### src/rtl/rggen_apb_arbiter_pkg.sv
// Shared types and width helpers for the multi-requester APB arbiter.
package rggen_apb_arbiter_pkg;

   typedef logic [1:0] state_t;

   localparam state_t IDLE   = 2'd0;
   localparam state_t SETUP  = 2'd1;
   localparam state_t ACCESS = 2'd2;

   // Bits needed to hold a requester number; never narrower than one bit.
   function automatic int indexWidth(input int count);
      return (count > 1) ? $clog2(count) : 1;
   endfunction

   // Bits needed to count ACCESS cycles 0..cycles-1; never narrower than one bit.
   function automatic int counterWidth(input int cycles);
      return (cycles > 1) ? $clog2(cycles) : 1;
   endfunction

endpackage

### src/rtl/rggen_round_robin_arbiter.sv
// Round-robin picker: searches upward from the requester after the last winner
// and owns the last-grant pointer, which only moves when a grant is taken.
module rggen_round_robin_arbiter
   import rggen_apb_arbiter_pkg::*;
#(
   parameter int REQUESTERS  = 2,
   parameter int INDEX_WIDTH = indexWidth(REQUESTERS)
) (
   input  logic                   i_clk,
   input  logic                   i_rst,
   input  logic [REQUESTERS-1:0]  i_request,
   input  logic                   i_grant_enable,
   output logic [REQUESTERS-1:0]  o_grant,
   output logic [INDEX_WIDTH-1:0] o_index
);

   logic [INDEX_WIDTH-1:0] lastGrant_q;
   logic [INDEX_WIDTH-1:0] lastGrant_d;

   // Walk the requesters starting just past the last winner, wrapping at the top.
   always_comb begin
      logic                   found;
      logic [INDEX_WIDTH-1:0] candidate;
      found       = 1'b0;
      candidate   = '0;
      o_grant     = '0;
      o_index     = '0;
      for (int offset = 1; offset <= REQUESTERS; offset++) begin
         candidate = INDEX_WIDTH'((int'(lastGrant_q) + offset) % REQUESTERS);
         if (!found && i_request[candidate]) begin
            found              = 1'b1;
            o_grant[candidate] = i_grant_enable;
            o_index            = candidate;
         end
      end
      lastGrant_d = (i_grant_enable && found) ? o_index : lastGrant_q;
   end

   // Pointer starts at the top requester so requester 0 wins first after reset.
   always_ff @(posedge i_clk) begin
      if (i_rst) begin
         lastGrant_q <= INDEX_WIDTH'(REQUESTERS - 1);
      end else begin
         lastGrant_q <= lastGrant_d;
      end
   end

endmodule

### src/rtl/rggen_apb_arbiter.sv
// Shares one APB slave port among several requesters: one transfer per grant,
// response routed back to the winner, stalled transfers ended by a timeout.
module rggen_apb_arbiter
   import rggen_apb_arbiter_pkg::*;
#(
   parameter int REQUESTERS     = 2,
   parameter int ADDRESS_WIDTH  = 7,
   parameter int BUS_WIDTH      = 32,
   parameter int TIMEOUT_CYCLES = 16
) (
   input  logic                                      i_clk,
   input  logic                                      i_rst,
   input  logic [REQUESTERS-1:0]                     i_request,
   input  logic [REQUESTERS-1:0]                     i_write,
   input  logic [REQUESTERS-1:0][ADDRESS_WIDTH-1:0]  i_address,
   input  logic [REQUESTERS-1:0][BUS_WIDTH-1:0]      i_write_data,
   input  logic [REQUESTERS-1:0][BUS_WIDTH/8-1:0]    i_strobe,
   output logic [REQUESTERS-1:0]                     o_ack,
   output logic [BUS_WIDTH-1:0]                      o_read_data,
   output logic                                      o_error,
   output logic                                      o_psel,
   output logic                                      o_penable,
   output logic                                      o_pwrite,
   output logic [ADDRESS_WIDTH-1:0]                  o_paddr,
   output logic [BUS_WIDTH-1:0]                      o_pwdata,
   output logic [BUS_WIDTH/8-1:0]                    o_pstrb,
   input  logic                                      i_pready,
   input  logic                                      i_pslverr,
   input  logic [BUS_WIDTH-1:0]                      i_prdata
);

   localparam int STRB_WIDTH      = BUS_WIDTH / 8;
   localparam int INDEX_WIDTH     = indexWidth(REQUESTERS);
   localparam int COUNT_WIDTH     = counterWidth(TIMEOUT_CYCLES);
   localparam bit TIMEOUT_ENABLED = (TIMEOUT_CYCLES != 0);
   localparam logic [COUNT_WIDTH-1:0] COUNT_LAST =
      COUNT_WIDTH'((TIMEOUT_CYCLES > 0) ? TIMEOUT_CYCLES - 1 : 0);

   state_t                   state_q,    state_d;
   logic [INDEX_WIDTH-1:0]   grantIdx_q, grantIdx_d;
   logic [ADDRESS_WIDTH-1:0] paddr_q,    paddr_d;
   logic                     pwrite_q,   pwrite_d;
   logic [BUS_WIDTH-1:0]     pwdata_q,   pwdata_d;
   logic [STRB_WIDTH-1:0]    pstrb_q,    pstrb_d;
   logic [COUNT_WIDTH-1:0]   count_q,    count_d;

   logic [REQUESTERS-1:0]    grant;
   logic [INDEX_WIDTH-1:0]   grantIndex;
   logic                     granted;
   logic                     timeoutHit;
   logic                     complete;
   logic                     ackFire;

   rggen_round_robin_arbiter #(
      .REQUESTERS  (REQUESTERS),
      .INDEX_WIDTH (INDEX_WIDTH)
   ) u_arbiter (
      .i_clk          (i_clk),
      .i_rst          (i_rst),
      .i_request      (i_request),
      .i_grant_enable (state_q == IDLE),
      .o_grant        (grant),
      .o_index        (grantIndex)
   );

   assign granted    = |grant;
   assign timeoutHit = TIMEOUT_ENABLED && (state_q == ACCESS) && !i_pready && (count_q == COUNT_LAST);
   assign complete   = (state_q == ACCESS) && (i_pready || timeoutHit);
   assign ackFire    = complete && !i_rst;

   // Transfer sequencing: latch the winner's payload in IDLE, then SETUP, then ACCESS until done.
   always_comb begin
      state_d    = state_q;
      grantIdx_d = grantIdx_q;
      paddr_d    = paddr_q;
      pwrite_d   = pwrite_q;
      pwdata_d   = pwdata_q;
      pstrb_d    = pstrb_q;
      count_d    = count_q;
      case (state_q)
         IDLE: begin
            if (granted) begin
               state_d    = SETUP;
               grantIdx_d = grantIndex;
               paddr_d    = i_address[grantIndex];
               pwrite_d   = i_write[grantIndex];
               pwdata_d   = i_write_data[grantIndex];
               pstrb_d    = i_write[grantIndex] ? i_strobe[grantIndex] : '0;
            end
         end
         SETUP: begin
            state_d = ACCESS;
            count_d = '0;
         end
         ACCESS: begin
            count_d = count_q + COUNT_WIDTH'(1);
            if (complete) begin
               state_d = IDLE;
            end
         end
         default: begin
            state_d = IDLE;
         end
      endcase
   end

   // State, payload and timeout registers; reset drops any transfer without acking it.
   always_ff @(posedge i_clk) begin
      if (i_rst) begin
         state_q    <= IDLE;
         grantIdx_q <= '0;
         paddr_q    <= '0;
         pwrite_q   <= 1'b0;
         pwdata_q   <= '0;
         pstrb_q    <= '0;
         count_q    <= '0;
      end else begin
         state_q    <= state_d;
         grantIdx_q <= grantIdx_d;
         paddr_q    <= paddr_d;
         pwrite_q   <= pwrite_d;
         pwdata_q   <= pwdata_d;
         pstrb_q    <= pstrb_d;
         count_q    <= count_d;
      end
   end

   // Response fan-out: only the granted requester sees the completion pulse.
   always_comb begin
      o_ack = '0;
      if (ackFire) begin
         o_ack[grantIdx_q] = 1'b1;
      end
   end

   assign o_read_data = (ackFire && i_pready) ? i_prdata : '0;
   assign o_error     = ackFire && (i_pready ? i_pslverr : 1'b1);
   assign o_psel      = (state_q != IDLE);
   assign o_penable   = (state_q == ACCESS);
   assign o_pwrite    = pwrite_q;
   assign o_paddr     = paddr_q;
   assign o_pwdata    = pwdata_q;
   assign o_pstrb     = pstrb_q;

endmodule

### config.mk
export PLATFORM = sky130hd
export DESIGN_NAME = rggen_apb_arbiter
export DESIGN_NICKNAME = d
export VERILOG_FILES = /design/src/rtl/rggen_apb_arbiter_pkg.sv /design/src/rtl/rggen_round_robin_arbiter.sv /design/src/rtl/rggen_apb_arbiter.sv
export SDC_FILE = /design/constraint.sdc
export NUM_CORES = 1
export LEC_CHECK = 0
export ABC_AREA = 0
export CAP_MARGIN = 40
export CORE_UTILIZATION = 34
export DETAILED_ROUTE_END_ITERATION = 8
export GPL_TIMING_DRIVEN = 0
export PLACE_DENSITY = 0.82
export SLEW_MARGIN = 10
export SYNTH_ARGS = -nofsm -noshare
export SYNTH_HDL_FRONTEND = slang
export SYNTH_SLANG_ARGS = --single-unit
### constraint.sdc
create_clock -name i_clk -period 2.5 [get_ports i_clk]
set_input_delay 0.75 -clock i_clk [delete_from_list [all_inputs] [get_ports i_clk]]
set_output_delay 0.75 -clock i_clk [all_outputs]
set_load 0.05 [all_outputs]
==> flow_metrics.env, run 1 <==
export IMPL_status="complete, but fails checks"
export IMPL_violations="negative setup slack"
export IMPL_synth_area_leaders="dfxtp_1 (39%), mux2i_1 (17%), a211oi_1 (10%)"
export IMPL_routed_wl_microns=9530
export IMPL_cts_tree="done"
export IMPL_dp_hpwl_microns=7390
export IMPL_grt_max_degree=16
export IMPL_fin_crit_ns=2.51
export IMPL_antennaDiodeCount=0
export IMPL_start_util_pct=36.0
export IMPL_ff2ff_path_depth=8
export IMPL_min_to="o_pstrb[0]"
export IMPL_seq_power_share_pct=33.9
export IMPL_rsz0062_at_grt="yes"
export IMPL_ios=207
export IMPL_grt_pass1_vias=3044
export IMPL_finalSetupViolations=7
export IMPL_drt_iter0_drc=59
export IMPL_mostFrequentLayoutCell="clkdlybuf4s50_1"
export IMPL_wl_per_cell_microns=15.7
export IMPL_vias_per_cell=4.91
export IMPL_portBuffers=205
export IMPL_cts_sinks=52
export IMPL_nFillCells=550
export IMPL_insertion_delay_ns=0.30
export IMPL_hold_start="o_pstrb[0]"
export IMPL_max_freq_ghz=0.398
export IMPL_drive_gt1_share_pct=21.7
export IMPL_holdPathStages=2
export IMPL_endpoint_kind="primary output"
export IMPL_yosysTopAreaCell="dfxtp_1"
export IMPL_start_kind="register"
export IMPL_die_w_microns=90.6
export IMPL_fin_nets=638
export IMPL_dr_total_vias=2979
export IMPL_drc=0
export IMPL_clockPowerShare_pct=16.3
export IMPL_r2r_end="o_pwdata[29]"
export IMPL_antenna_found_initial=0
export IMPL_yosysWarningCount=0
export IMPL_syn_area_sq_um=2670
export IMPL_antenna_left=0
export IMPL_hp_class="reg -> reg"
export IMPL_fp_dieArea_sq_um=8200
export IMPL_mostFrequentLayoutCells="clkdlybuf4s50_1 (167), dfxtp_1 (51), nor2_1 (48), mux2i_1 (45), a211oi_1 (37)"
export IMPL_grt_usage_pct=21.8
export IMPL_vdd_ir_drop_max_uv=267
export IMPL_numCtsBuffers=5
export IMPL_cp_required_ns=1.75
export IMPL_cts_root_buf="clkbuf_8"
export IMPL_fin_crit_sh_pct=100
export IMPL_fp_coreArea_sq_um=7410
export IMPL_placed_area_sq_um=4900
export IMPL_seq_area_frac_synth_pct=39.0
export IMPL_cap_viol_max_count=0
export IMPL_die_h_microns=90.6
export IMPL_fin_skew_ns=0.00541
export IMPL_intPower_mw=1.82
export IMPL_synth_seq_cells=52
export IMPL_synthCells=288
export IMPL_reg2reg_from="state_q[0]"
export IMPL_cp_max_fo=8
export IMPL_power_density_nw_per_um2=572
export IMPL_crit_type="reg -> out"
export IMPL_swShare_pct=40.4
export IMPL_hold_viol_final=0
export IMPL_avgSynthCellArea_sq_um=9.26
export IMPL_comb_power_share_pct=49.8
export IMPL_gp_congestion=0.731
export IMPL_cts_path_max_buffers=2
export IMPL_switchingPower_mw=1.23
export IMPL_slew_headroom_pct=63.6
export IMPL_postLayoutCoreUtil_pct=72.0
export IMPL_fp_row_count=31
export IMPL_area_growth_pct=99.9
export IMPL_fin_ws_ns=-0.0111
export IMPL_tightestPinTransition_ns=0.544
export IMPL_cp_arrival_ns=1.76
export IMPL_final_area_sq_um=5330
export IMPL_clk_pin_slew_ns=0.09
export IMPL_grt_ovfl_total=0
export IMPL_final_setup_tns_ns=-0.0444
export IMPL_cts_hold_buf=0
export IMPL_netlist_area_leader_share_pct=39.0
export IMPL_slew_violations=0
export IMPL_synth_distinct_cells=31
export IMPL_synthesis_nets=419
export IMPL_p_leak_nw=2.15
export IMPL_htree_levels=2
export IMPL_p_total_mw=3.05
export IMPL_reg2reg_slack_ns=0.59
export IMPL_grt_pass1_wl_microns=14200
export IMPL_drt_pass1_iterations=4
-- logic make-up after synthesis --
kind of cell | after synthesis | share of synthesized area, %
multiplexers | 46 | 17.3
adder cells (fa/ha/maj) | 5 | 2.35
AND/OR/NAND/NOR | 94 | 17.2
flip-flops | 52 | 39.0
AO/OA/AOI/OAI | 57 | 16.3
buffers and inverters | 34 | 7.88
-- registers in the layout (all words and copies together), names as in the netlist --
name / cells
state_q: 2
o_pstrb: 4
u_arbiter.lastGrant_q: 1
grantIdx_q: 1
o_paddr: 7
o_pwrite: 1
count_q: 4
o_pwdata: 32
-- worst max-delay path, stage by stage, from the launching register on --
cell,delay (ns)
dfxtp_4,0.37
inv_4,0.07
ha_4,0.17
inv_4,0.05
nor3b_4,0.20
buf_6,0.18
clkbuf_16,0.15
and2_4,0.14
buf_8,0.14
-- power groups by stage --
stage / registers, mW / logic (mW) / clock network (mW)
5_1_grt: 1.05 / 1.60 / 0.543
6_report: 1.03 / 1.52 / 0.497
3_3_place_gp: 1.04 / 1.45 / 0
3_5_place_dp: 1.05 / 1.48 / 0
2_1_floorplan: 1.46 / 0.488 / 0
4_1_cts: 1.03 / 1.49 / 0.514
-- metrics by stage --
stage,instances,setup slack [ns],hold slack [ns]
floorplan,288,-0.0457,0.458
global placement,592,-1.39,0.464
detailed placement,592,-1.39,0.471
CTS,604,0.00584,0.485
global route,607,-0.0995,0.520
finish,607,-0.0111,0.484
-- area by class of cell --
type / count / area [sq um] / share of cell area, %
Timing Repair Buffer: 212 / 2280 / 42.8
Clock inverter: 1 / 7.51 / 0.141
Multi-Input combinational cell: 202 / 1540 / 28.8
Buffer: 24 / 209 / 3.92
Inverter: 10 / 42.5 / 0.798
Tap cell: 99 / 124 / 2.32
Sequential cell: 52 / 1040 / 19.6
Clock buffer: 7 / 86.3 / 1.62
-- worst max-delay path by stage --
stage / start / endpoint / depth (start not counted)
floorplan: state_q[0] / o_ack[0] / 5
finish: state_q[0] / o_read_data[0] / 8
detailed placement: i_pready / o_read_data[11] / 5
global placement: i_pready / o_read_data[9] / 5
global route: state_q[0] / o_read_data[0] / 8
CTS: state_q[0] / o_read_data[6] / 8
-- synthesized netlist by cell type --
cell type	n
o2bb2ai_1	1
and2_1	32
o21a_1	1
nand2_1	3
buf_6	1
a21oi_1	4
o21ai_0	2
a211oi_2	2
nor3b_1	2
nor2b_1	2
o32ai_1	4
buf_2	8
a22oi_1	3
mux2i_1	45
a211oi_1	37
nand3_1	1
nor2_1	50
clkbuf_1	10
buf_1	1
dfxtp_1	52
nand2b_1	1
a221o_1	1
a21boi_2	1
nand3b_1	1
mux2_2	1
buf_12	4
or3_1	1
ha_1	5
and3_1	1
a31oi_1	1
inv_1	10
-- per-layer routing --
metal / wire (microns) / GRT usage (%) / part of all wire [%] / vias up
met2: 5130 / 43.4 / 54 / 146
met4: 189 / 6.72 / 2.0 / 0
li1: - / - / - / 1444
met3: 898 / 7.66 / 9.4 / 16
met1: 3300 / 20.4 / 35 / 1373
met5: 0 / 0 / 0 / -
-- repair_timing --
action	in CTS	in global routing
setup endpoints to repair	37	37
pin swaps	0	30
buffers inserted	2	2
cloned	2	1
gates resized for setup	261	81
endpoints found under the hold margin	0	0
No activity file was read; power rests on OpenSTA's default activity.
==> run 2: changes to the inputs <==
--- a/config.mk
+++ b/config.mk
@@ -5,7 +5,6 @@
 export SDC_FILE = /design/constraint.sdc
 export NUM_CORES = 1
 export LEC_CHECK = 0
-export ABC_AREA = 0
 export CAP_MARGIN = 40
 export CORE_UTILIZATION = 34
 export DETAILED_ROUTE_END_ITERATION = 8
==> results of run 2 <==
Final layout, timing and power as in run 1 (identical DEF).
==> variant 1, RTL diff (flow settings as in run 2) <==
Set the parameter `TIMEOUT_CYCLES` to 32 (it was 16).
--- a/src/rtl/rggen_apb_arbiter.sv
+++ b/src/rtl/rggen_apb_arbiter.sv
@@ -8,3 +8,3 @@
    parameter int BUS_WIDTH      = 32,
-   parameter int TIMEOUT_CYCLES = 16
+   parameter int TIMEOUT_CYCLES = 32
 ) (
Formal check against the unedited RTL: no difference found for any inputs over 10 cycles, from zero or initial values and one cycle with i_rst high; that may be too few to reach the edited logic, so the function may still have changed.
==> variant 1 against run 2 <==
Routed wire length up 2.7%; synthesized cell count up 2.1%; clock power down 0.8%; cell area up 0.94%; power up 0.51%; global-route usage up 1.3 points; final cell count up 1.8%; worst setup slack better by 0.046 ns; area after synthesis up 2.2%; sequential share of layout area up 0.17 points; sequential cell count up 1; maximum frequency up 1.9%; critical endpoint is now o_read_data[31]; highest routed layer unchanged.
==> variant 1: results (changes against run 2) <==
Clock network area share -> 1.67% (-0.086 points)
R2R Path Start -> state_q[1]
Multi-input logic cell count -> 208 (+3.0%)
Worst Setup SP -> i_pready
Min-Delay Startpoint -> count_q[4]
Hold Crit Class -> register to register
Vias in the first global route -> 3,132 (+2.9%)
First-pass GRT wire length -> 15,300 um (+8.4%)
Part of the Yosys area used for sequential elements -> 38.9% (-0.11 points)
Non-clock buffers, area share -> 46.3% (-0.46 points)
Clk sink count -> 53 (+1.9%)
DR vias -> 2,970 (-0.30%)
Buffers excl. clock -> 238 (+0.85%)
Cell Pwr Density -> 569 mW/mm2 (-0.42%)
Fraction of area in registers -> 19.8% (+0.17 points)
Critical path data arrival time -> 1.71 ns (-0.05 ns)
Largest cells by area after synthesis -> dfxtp_1 39%, mux2i_1 17%, a211oi_1 10%
Worst slack at placement -> -1.09 ns (+0.302 ns)
Root Driver -> clkbuf_8
All-layer global routing usage -> 23.1% (+1.3 points)
Cts repair resizes -> 286 (+9.6%)
Largest net degree at the start of global routing -> 18 (+2)
Comb pwr -> 0.00152 W (about the same)
DPL Wire Length -> 7360 um (-0.39%)
Clock network power -> 0.000493 W (-0.8%)
Initial DRC count -> 60 (+1.7%)
Worst Skew -> 0.00715 ns (+0.00174 ns)
Max Clk Rate -> 0.406 GHz (+1.9%)
Routed Wire Length -> 9790 um (+2.7%)
Fillers -> 584 (+6.2%)
Placed cell area -> 0.00500 mm2 (+2.0%)
P_leak -> 2.19 nW (+1.7%)
Layout cells sized above 1 -> 22.5% (+0.83 points)
R2R setup slack -> 0.64 ns (+0.05 ns)
Final Cell Area -> 0.00538 mm2 (+0.94%)
Status -> completed
Post-synth top cells -> 53 x dfxtp_1, 51 x nor2_1, 46 x mux2i_1
Critical Path Sink -> o_read_data[31]
Die area -> 0.00838 mm2 (+2.2%)
Worst-case vdd ir drop -> 0.324 mV (+21%)
Cell variety after synth -> 30 (-3.2%)
Number of non-clock inverters -> 9 (-1)
Clock buffers -> 5 (-2)
Reg2Reg Depth -> 7 (-1)
Max incr delay on CP -> 0.22 ns (-0.15 ns)
Multi-input gate share of the layout cell area -> 29.3% (+0.50 points)
Slew HR -> 63.9% (+0.27 points)
Slowest CP cell -> clkdlybuf4s15_2
Reg2Reg Capture Point -> o_pwdata[3]
CP Max Fanout -> 5 (-3)
Synthesized net count -> 426 (+1.7%)
Sw power -> 0.00126 W (+2.0%)
variant 1: per-stage QoR:
step | hold WS, ns | instances | TNS [ns]
6_report | 0.479 | 618 | 0
5_1_grt | 0.494 | 618 | -0.188
4_1_cts | 0.483 | 615 | -0.0254
3_5_place_dp | 0.467 | 601 | -35.36
3_3_place_gp | 0.457 | 601 | -34.90
2_1_floorplan | 0.450 | 294 | -0.620
variant 1: per-layer routing:
metal	global-route usage (%)	routed length, um	share of wire (%)
met4	5.69	160	1.6
met2	44.4	4990	51
met5	0	0	0
met1	24.1	3690	38
met3	7.20	950	9.7
variant 1: critical path: cells and delay by family:
| kind | cells | cell delay [ns] |
|---|---|---|
| and+or+nand+nor | 2 | 0.30 |
| buffers and inverters | 5 | 0.67 |
variant 1: cell families after synthesis:
group	synth area share, %
muxes	17.3
buffers and inverters	7.57
adders and majority gates	2.75
AOI/OAI and AO/OA	15.7
DFF	38.9
and+or+nand+nor	17.8
==> variant 2, RTL diff (flow settings as in run 2) <==
Without the edit above. Put a register stage on the output `o_error`, cleared by the reset. The value now appears one clock later. The other outputs are not delayed to match.
--- a/src/rtl/rggen_apb_arbiter.sv
+++ b/src/rtl/rggen_apb_arbiter.sv
@@ -136,3 +136,9 @@
    assign o_read_data = (ackFire && i_pready) ? i_prdata : '0;
-   assign o_error     = ackFire && (i_pready ? i_pslverr : 1'b1);
+   always_ff @(posedge i_clk) begin
+      if (i_rst) begin
+         o_error <= '0;
+      end else begin
+         o_error <= ackFire && (i_pready ? i_pslverr : 1'b1);
+      end
+   end
    assign o_psel      = (state_q != IDLE);
Formal check against the unedited RTL: not equivalent (Yosys sat finds a counterexample within 4 cycles, from zero or initial values and one cycle with i_rst high).
==> variant 2 against run 2 <==
Worst hold slack improved by 0.0079 ns; clock power is 22% higher; sequential cell count up 1; routed wire length shrank 3.9%; sequential share of layout area up 0.80 points; worst setup slack improved by 0.031 ns; first-iteration DRC count increased by 3.4%; area after synthesis up 0.75%; power grew 3.4%; cell area shrank 1.9%; count of clock-buffer cells in the layout fell by 1; clock skew is 0.0017 ns lower; non-clock buffer count shrank 1; critical path type is now input port to primary output; largest cell class unchanged; largest power group unchanged.
==> variant 2: results (changes against run 2) <==
Status -> completed
YS warnings -> 0 (unchanged)
Worst Skew -> 0.00368 ns (-0.00173 ns)
Worst slack at placement -> -1.38 ns (+0.00431 ns)
Fillers -> 616 (+12%)
DPL Wire Length -> 7090 um (-4.1%)
Hold_ws -> 0.492 ns (+0.00793 ns)
P_leak -> 2.10 nW (-2.1%)
DR vias -> 2,944 (-1.2%)
Worst-case vdd ir drop -> 0.243 mV (-9.0%)
Cell Pwr Density -> 603 mW/mm2 (+5.4%)
All-layer global routing usage -> 21.7% (-0.086 points)
Initial DRC count -> 61 (+3.4%)
Worst Setup SP -> i_rst
CP Max Fanout -> 10 (+2)
Critical path data arrival time -> 1.73 ns (-0.03 ns)
Worst-margin pin slew -> 0.534 ns (-0.0102 ns)
First-pass GRT wire length -> 14,300 um (+1.2%)
Part of the Yosys area used for sequential elements -> 39.5% (+0.45 points)
Post-synth top cells -> 53 x dfxtp_1, 50 x nor2_1, 45 x mux2i_1
DR WL/cell -> 15.0 um (-4.3%)
Max reg flops -> 32 (unchanged)
Root Driver -> clkbuf_8
Clock tree buffer depth -> 2 (unchanged)
Min-Delay Startpoint -> o_pstrb[0]
R2R Path Start -> state_q[0]
IO Port Bufs -> 205 (unchanged)
Async set or reset register ratio after synthesis -> 0% (unchanged)
Gp weighted congestion -> 0.783 (+7.1%)
Largest cells by area after synthesis -> dfxtp_1 39%, mux2i_1 17%, a211oi_1 10%
Worst skew pair latency -> 0.30 ns (about the same)
Max Clk Rate -> 0.403 GHz (+1.2%)
Ant. Diodes -> 0 (unchanged)
Hold Crit Class -> register to register
R2R setup slack -> 0.60 ns
Layout cells sized above 1 -> 21.3% (-0.39 points)
Cell variety after synth -> 31 (unchanged)
Synthesized net count -> 420 (+0.24%)
Reg clk slew, reported paths -> 0.10 ns
CTS H-tree lvls -> 2 (unchanged)
Largest net degree at the start of global routing -> 17 (+1)
Vias in the first global route -> 3,052 (+0.26%)
Detailed Routing Iterations Pass 1 -> 6 (+2)
Initial antenna violation count -> 0 (unchanged)
[variant 2: changes by cell type after synthesis]
cell	run 2	this run
dfxtp_1	52	53
[variant 2: final timing paths]
check	to	cells after the start
worst min register to register	o_pstrb[0]	2
worst min-delay path	o_pstrb[0]	2
worst max register to register	o_pwdata[8]	9
worst max-delay path	o_read_data[9]	6
[variant 2: power by group]
| part | total, W | internal [W] | switching (W) |
|---|---|---|---|
| logic | 0.00150 | 0.000621 | 0.000878 |
| registers | 0.00105 | 0.000978 | 0.0000708 |
| clock network | 0.000605 | 0.000326 | 0.000279 |
| total | 0.00315 | 0.00192 | 0.00123 |
[variant 2: what timing repair did]
item,4_1_cts,5_1_grt
resized for setup,255,30
gates cloned,2,0
pin swaps,0,0
buffers inserted,2,2
endpoints found under the setup margin,36,34
[variant 2: layout make-up]
class	instances	area (um2)	share of cell area (%)
Buffer	24	206	3.95
Clock buffer	6	82.6	1.58
Clock inverter	2	37.5	0.718
Inverter	10	40.0	0.766
Multi-Input combinational cell	202	1500	28.7
Sequential cell	53	1070	20.4
Tap cell	102	128	2.44
Timing Repair Buffer	211	2170	41.5
[variant 2: cells by family (layout without fill, tap and decap cells)]
logic type | Yosys count | after routing | share of synthesized area [%]
and+or+nand+nor | 94 | 94 | 17.0
AOI/OAI and AO/OA | 57 | 57 | 16.2
DFF | 53 | 53 | 39.5
muxes | 46 | 46 | 17.2
buffers and inverters | 34 | 253 | 7.82
adders and majority gates | 5 | 5 | 2.33
[variant 2: through the flow]
step	std cells	area, um2	utilization [%]	TNS [ns]	total power [W]
2_1_floorplan	289	2740	-	-1.27	0.00196
3_3_place_gp	596	4920	64.0	-42.74	0.00250
3_5_place_dp	596	4920	64.0	-43.65	0.00253
4_1_cts	608	5150	67.0	0	0.00316
5_1_grt	610	5230	68.0	-0.503	0.00332
6_report	610	5230	68.0	0	0.00315
[variant 2: metal layers]
layer | share of wire [%] | GRT usage, % | vias up
li1 | - | - | 1449
met1 | 36 | 21.6 | 1355
met2 | 54 | 42.9 | 134
met3 | 8.8 | 6.31 | 6
met4 | 0.90 | 6.35 | 0
met5 | 0 | 0 | -
[variant 2: critical path, cell delays in order]
cell      delay [ns]
buf_4           0.17
nor3b_4         0.20
buf_6           0.15
clkbuf_4        0.15
and2_2          0.14
buf_6           0.15
